`src/rtl/alu_op_sequencer.sv`:
```
// alu_op_sequencer: command front-end for an 8-bit registered ALU.
// Requests are queued in a small FIFO and issued one at a time. Operands are
// held on the ALU inputs for the select-dependent latency. The result is then
// captured and returned with its tag on a valid/ready response channel.
module alu_op_sequencer #(
  parameter int DEPTH    = 4,
  parameter int TAG_W    = 4,
  parameter int BASE_LAT = 1,
  parameter int MUL_LAT  = 2
) (
  input  logic                     clk,
  input  logic                     rst,
  // request channel
  input  logic                     req_valid,
  output logic                     req_ready,
  input  logic [7:0]               req_a,
  input  logic [7:0]               req_b,
  input  logic [3:0]               req_sel,
  input  logic [TAG_W-1:0]         req_tag,
  // ALU drive / return
  output logic [7:0]               alu_a,
  output logic [7:0]               alu_b,
  output logic [3:0]               alu_sel,
  input  logic [7:0]               alu_out,
  input  logic                     alu_carry,
  // response channel
  output logic                     rsp_valid,
  input  logic                     rsp_ready,
  output logic [7:0]               rsp_result,
  output logic                     rsp_carry,
  output logic [TAG_W-1:0]         rsp_tag,
  // status
  output logic                     busy,
  output logic [$clog2(DEPTH):0]   fifo_count
);

  localparam int PTR_W   = $clog2(DEPTH);
  localparam int CNT_W   = $clog2(DEPTH) + 1;
  localparam int MAX_LAT = (MUL_LAT > BASE_LAT) ? MUL_LAT : BASE_LAT;
  localparam int LAT_W   = (MAX_LAT < 1) ? 1 : $clog2(MAX_LAT + 1);

  // ALU select that uses the longer multiply latency
  localparam logic [3:0] SEL_MUL = 4'd2;
  localparam logic [3:0] SEL_ADD = 4'd0;

  typedef struct packed {
    logic [7:0]       a;
    logic [7:0]       b;
    logic [3:0]       sel;
    logic [TAG_W-1:0] tag;
  } entry_t;

  typedef enum logic [1:0] {
    IDLE = 2'd0,
    WAIT = 2'd1,
    RESP = 2'd2
  } state_t;

  // ---------------------------------------------------------------------
  // Storage and state
  // ---------------------------------------------------------------------
  entry_t              mem_reg [DEPTH];
  logic [PTR_W-1:0]    wr_ptr_reg;
  logic [PTR_W-1:0]    rd_ptr_reg;
  logic [CNT_W-1:0]    count_reg;

  state_t              state_reg;
  logic [LAT_W-1:0]    lat_cnt_reg;
  logic [TAG_W-1:0]    tag_hold_reg;

  logic [7:0]          alu_a_reg;
  logic [7:0]          alu_b_reg;
  logic [3:0]          alu_sel_reg;

  logic                rsp_valid_reg;
  logic [7:0]          rsp_result_reg;
  logic                rsp_carry_reg;
  logic [TAG_W-1:0]    rsp_tag_reg;

  logic                push;
  logic                pop;
  logic [DEPTH-1:0]    wr_en;
  entry_t              req_entry;
  entry_t              head_entry;

  // ---------------------------------------------------------------------
  // FIFO control
  // ---------------------------------------------------------------------
  // Ready depends only on registered occupancy; a same-cycle pop does not
  // relieve it, so a full FIFO always stalls the requester for one cycle.
  assign req_ready  = (count_reg < CNT_W'(DEPTH));
  assign push       = req_valid && req_ready;
  assign pop        = (state_reg == IDLE) && (count_reg != '0);

  assign req_entry  = '{a: req_a, b: req_b, sel: req_sel, tag: req_tag};

  // The FIFO is a few entries deep, so the head is read straight out of the
  // register file; this lets the pop edge load the ALU operands directly.
  assign head_entry = mem_reg[rd_ptr_reg];

  // One write strobe per entry, decoded from the write pointer
  for (genvar gi = 0; gi < DEPTH; gi++) begin : g_wr_en
    assign wr_en[gi] = push && (wr_ptr_reg == PTR_W'(gi));
  end

  // Entry storage: write the accepted request into the slot under wr_ptr
  always_ff @(posedge clk) begin
    for (int i = 0; i < DEPTH; i++) begin
      if (wr_en[i]) begin
        mem_reg[i] <= req_entry;
      end
    end
  end

  // Pointers and occupancy; pointers wrap naturally since DEPTH is a power of 2
  always_ff @(posedge clk) begin
    if (rst) begin
      wr_ptr_reg <= '0;
      rd_ptr_reg <= '0;
      count_reg  <= '0;
    end else begin
      if (push) begin
        wr_ptr_reg <= wr_ptr_reg + PTR_W'(1);
      end
      if (pop) begin
        rd_ptr_reg <= rd_ptr_reg + PTR_W'(1);
      end
      case ({push, pop})
        2'b10:   count_reg <= count_reg + CNT_W'(1);
        2'b01:   count_reg <= count_reg - CNT_W'(1);
        default: count_reg <= count_reg;
      endcase
    end
  end

  // ---------------------------------------------------------------------
  // Issue / wait / respond sequencer
  // ---------------------------------------------------------------------
  // Issue the head op, wait out the ALU latency, then hold the response
  // until the consumer takes it. The extra WAIT edge after the counter
  // expires covers the ALU's own output register.
  always_ff @(posedge clk) begin
    if (rst) begin
      state_reg      <= IDLE;
      lat_cnt_reg    <= '0;
      tag_hold_reg   <= '0;
      alu_a_reg      <= '0;
      alu_b_reg      <= '0;
      alu_sel_reg    <= '0;
      rsp_valid_reg  <= 1'b0;
      rsp_result_reg <= '0;
      rsp_carry_reg  <= 1'b0;
      rsp_tag_reg    <= '0;
    end else begin
      case (state_reg)
        IDLE: begin
          if (pop) begin
            alu_a_reg    <= head_entry.a;
            alu_b_reg    <= head_entry.b;
            alu_sel_reg  <= head_entry.sel;
            tag_hold_reg <= head_entry.tag;
            lat_cnt_reg  <= (head_entry.sel == SEL_MUL) ? LAT_W'(MUL_LAT)
                                                        : LAT_W'(BASE_LAT);
            state_reg    <= WAIT;
          end
        end

        WAIT: begin
          if (lat_cnt_reg != '0) begin
            lat_cnt_reg <= lat_cnt_reg - LAT_W'(1);
          end else begin
            rsp_result_reg <= alu_out;
            // Only the add select produces a meaningful carry
            rsp_carry_reg  <= (alu_sel_reg == SEL_ADD) ? alu_carry : 1'b0;
            rsp_tag_reg    <= tag_hold_reg;
            rsp_valid_reg  <= 1'b1;
            state_reg      <= RESP;
          end
        end

        RESP: begin
          if (rsp_ready) begin
            rsp_valid_reg <= 1'b0;
            state_reg     <= IDLE;
          end
        end

        default: begin
          state_reg <= IDLE;
        end
      endcase
    end
  end

  // ---------------------------------------------------------------------
  // Outputs
  // ---------------------------------------------------------------------
  assign alu_a      = alu_a_reg;
  assign alu_b      = alu_b_reg;
  assign alu_sel    = alu_sel_reg;
  assign rsp_valid  = rsp_valid_reg;
  assign rsp_result = rsp_result_reg;
  assign rsp_carry  = rsp_carry_reg;
  assign rsp_tag    = rsp_tag_reg;
  assign fifo_count = count_reg;
  assign busy       = (state_reg != IDLE) || (count_reg != '0);

endmodule

```
`config.mk`:
```
export PLATFORM = sky130hd
export DESIGN_NAME = alu_op_sequencer
export DESIGN_NICKNAME = d
export VERILOG_FILES = /design/src/rtl/alu_op_sequencer.sv
export SDC_FILE = /design/constraint.sdc
export NUM_CORES = 1
export LEC_CHECK = 0
export BUFFER_PORTS_ARGS = -buffer_cell sky130_fd_sc_hd__buf_2
export CAP_MARGIN = 30
export CORE_UTILIZATION = 56
export DETAILED_ROUTE_END_ITERATION = 10
export PLACE_DENSITY = 0.9
export REMOVE_ABC_BUFFERS = 1
export SLEW_MARGIN = 20
export SYNTH_ARGS = -nofsm -noshare
export SYNTH_HDL_FRONTEND = slang
export SYNTH_SLANG_ARGS = --single-unit
export TNS_END_PERCENT = 10
```
`constraint.sdc`:
```
create_clock -name clk -period 3.6 [get_ports clk]
set_clock_uncertainty 0.15 [all_clocks]
set_input_delay 0.18 -clock clk [delete_from_list [all_inputs] [get_ports clk]]
set_output_delay 0.18 -clock clk [all_outputs]
set_load 0.01 [all_outputs]
```
==> flow_metrics.py <==
metrics = {
    "status": {
        "status": "finished, violations left",
        "violations": "hold timing",
    },
    "place": {
        "place_congestion": 0.720,
        "place_hpwl_um": 6240,
        "io_buffers": 75,
        "dp_cells": 562,
        "post-place-ws_ns": 0.997,
        "placed_area_mm2": 0.00593,
    },
    "sta": {
        "setup-tns-final_ns": 0,
        "finalMaxSlewViolations": 0,
        "hold_violations": 12,
        "rsz0062_at_grt": "no",
        "fmax_mhz": 380,
        "min_period_over_period_pct": 73.1,
        "layout_setup_ws_ns": 0.970,
        "setup_viol": 0,
        "fin_crit_ns": 2.63,
        "relSlewSlack_pct": 65.6,
        "worstMarginPinSlew_ns": 0.515,
        "fin_hold_ws_ns": -0.0173,
    },
    "global_routing": {
        "grt_max_degree": 51,
        "grt_pass1_vias": 3537,
        "grt_pass1_wl_um": 17400,
        "grt_use_total_pct": 23.8,
        "overflow": 0,
        "antenna_found_initial": 0,
    },
    "power": {
        "p_leak_nw": 2.52,
        "peakVddDrop_mv": 0.509,
        "p_per_area_mw_per_mm2": 769,
    },
    "clock_tree": {
        "cts_made_buffers": 17,
        "postCtsSetupBuffers": 0,
        "cts_max_level": 4,
        "clock_latency_ns": 0.52,
        "cts_buffer_depth": 2,
        "cts_tree": "done",
        "clk_pin_slew_ns": 0.06,
        "cts_resized": 0,
        "cts_sinks": 147,
        "root_buffer": "clkbuf_8",
    },
    "synth": {
        "synth_top_cell_by_area": "edfxtp_1",
        "yosysWarnings": 0,
        "synth.yosys.seq_area_share_pct": 71.9,
        "async_reset_ff_share_pct": 0,
        "synth_edf_count": 96,
        "yosysTopAreaCellShare_pct": 53.1,
        "synth_area_leaders": "edfxtp_1 (53%), dfxtp_1 (19%), mux4_2 (10%), nand2_1 (5.5%), a21oi_1 (4.1%)",
        "syn_area_mm2": 0.00543,
        "synth.avg_cell_area_um2": 14.7,
        "netlist_instances": 370,
        "ys.flop_type": "edfxtp_1",
        "ys_types": 31,
        "ys_ff_latch": 147,
    },
    "worst_hold_path": {
        "hold_end": "rsp_result[2]",
        "min_path_type": "in2reg",
        "holdCritStartpoint": "rst",
        "worstHoldPathCells": 2,
    },
    "worst_setup_path": {
        "critical_path.max_fanout": 27,
        "timing.rr.end": "fifo_count[2]",
        "critPathArrivalTime_ns": 2.93,
        "required_ns": 3.90,
        "cp_cell_sequence": "nor2_1 > nand2_1 > inv_2 > ha_1 > inv_1 > fa_1 > xor2_1 > or3_1 > a21oi_1",
        "startpoint_type": "register",
        "endpoint_kind": "register",
        "cp_slowest_cell": "inv_2",
        "worstSetupPathType": "reg2reg",
        "ff2ff_path_depth": 9,
        "ff2ff_setup_slack_ns": 0.97,
        "r2r_start": "state_reg[0]",
        "slowest_delay_ns": 0.40,
    },
    "floorplan": {
        "initial_utilization_pct": 58.2,
        "ioPinCount": 76,
        "die_area_mm2": 0.0101,
        "fp.dieW_um": 100,
        "rows": 35,
        "dieHeight_um": 100,
        "coreArea_mm2": 0.00933,
    },
    "route": {
        "vias": 3349,
        "finalWirelength_um": 10900,
        "wl_per_cell_um": 17.4,
        "met1Wirelength_um": 4370,
        "drt_pass1_iterations": 5,
        "via_per_inst": 5.32,
        "met2WireLength_um": 5960,
        "drt_iter0_drc": 148,
        "routed-wl-met3_um": 518,
        "ant_nets": 0,
        "highest_layer": "met4",
        "drc": 0,
    },
    "cells_and_area": {
        "syn2layout_area_growth_pct": 26.4,
        "largest_reg_flops": 96,
        "final_cell_count_no_fill": 629,
        "num_antenna_cells": 0,
        "n_fill_cell": 588,
        "drive_above_1_share_pct": 28.6,
        "nets": 531,
        "fin_area_mm2": 0.00686,
    },
    "job": {
        "maxCapViolCount": 0,
    },
}
==> how the worst max path moves through the flow <==
| stage | cells after the start | to | from |
|---|---|---|---|
| final | 9 | fifo_count[2] | state_reg[0] |
| after global routing | 9 | fifo_count[2] | state_reg[0] |
| after CTS | 9 | fifo_count[2] | fifo_count[2] |
| after detailed placement | 9 | fifo_count[2] | fifo_count[2] |
| after global placement | 9 | fifo_count[2] | fifo_count[2] |
| after floorplan | 9 | fifo_count[2] | fifo_count[2] |
==> through the flow <==
step                      utilization [%]  total power [mW]
final                                73.5              5.28
after global routing                 73.5              5.56
after CTS                            73.3              5.31
after detailed placement             63.6              3.60
after global placement               63.6              3.53
after floorplan                         -              3.13
==> placed cells by master (no fill, tap or decap), types with 9 or more instances in the layout <==
master and n:
a21oi_1 44, buf_2 75, clkbuf_16 16, dfxtp_1 50
dlygate4sd3_1 34, edfxtp_1 96, inv_1 9, mux4_2 24
nand2_1 80, nor2_1 11
==> cells in the mapped netlist (3+ instances only) <==
master and number:
ha_1 6, and2_1 5, edfxtp_1 96, clkbuf_1 10, nor2b_1 3, buf_2 4, mux4_2 24, dfxtp_1 51
inv_1 9, nor2_1 11, a21oi_1 44, nand2_1 80, buf_1 3, xor2_1 3
==> routing by layer <==
layer	global-route usage, %	vias up
li1	-	1573
met1	27.5	1663
met2	42.9	107
met3	5.34	6
met4	9.92	0
met5	0	-
==> cells by family after synthesis <==
family / synth area share, %
and+or+nand+nor: 8.58
DFF: 71.9
muxes: 10.1
adders and majority gates: 1.75
buffers and inverters: 2.31
xor gates and xnor gates: 0.807
AOI/OAI and AO/OA: 4.50
==> worst max-delay path: cells and delay by family, from the launching register on <==
family	cells	cell delay (ns)
xor gates and xnor gates	1	0.16
and+or+nand+nor	3	0.66
DFF	1	0.35
adders and majority gates	2	0.65
buffers and inverters	2	0.46
AOI/OAI and AO/OA	1	0.13
==> repair_timing <==
action,CTS,global route
endpoints found under the setup margin,0,0
hold buffers,34,0
endpoints found under the hold margin,107,0
==> cell type report <==
cell class / instances / area [um^2] / area share, %
timing repair buffer: 117 / 796 / 11.6
clock buffer: 18 / 418 / 6.09
clock inverter: 14 / 144 / 2.10
inverter: 10 / 37.5 / 0.547
sequential: 147 / 3910 / 56.9
tap: 129 / 161 / 2.35
multi-input combinational: 194 / 1400 / 20.4
==> report_power, final <==
group	internal, mW	switching [mW]	total [mW]	leakage (nW)
sequential	2.12	0.164	2.28	1.30
combinational	0.555	0.787	1.34	0.960
clock	0.939	0.716	1.65	0.264
Note: power is estimated with default switching activity, not from simulation.
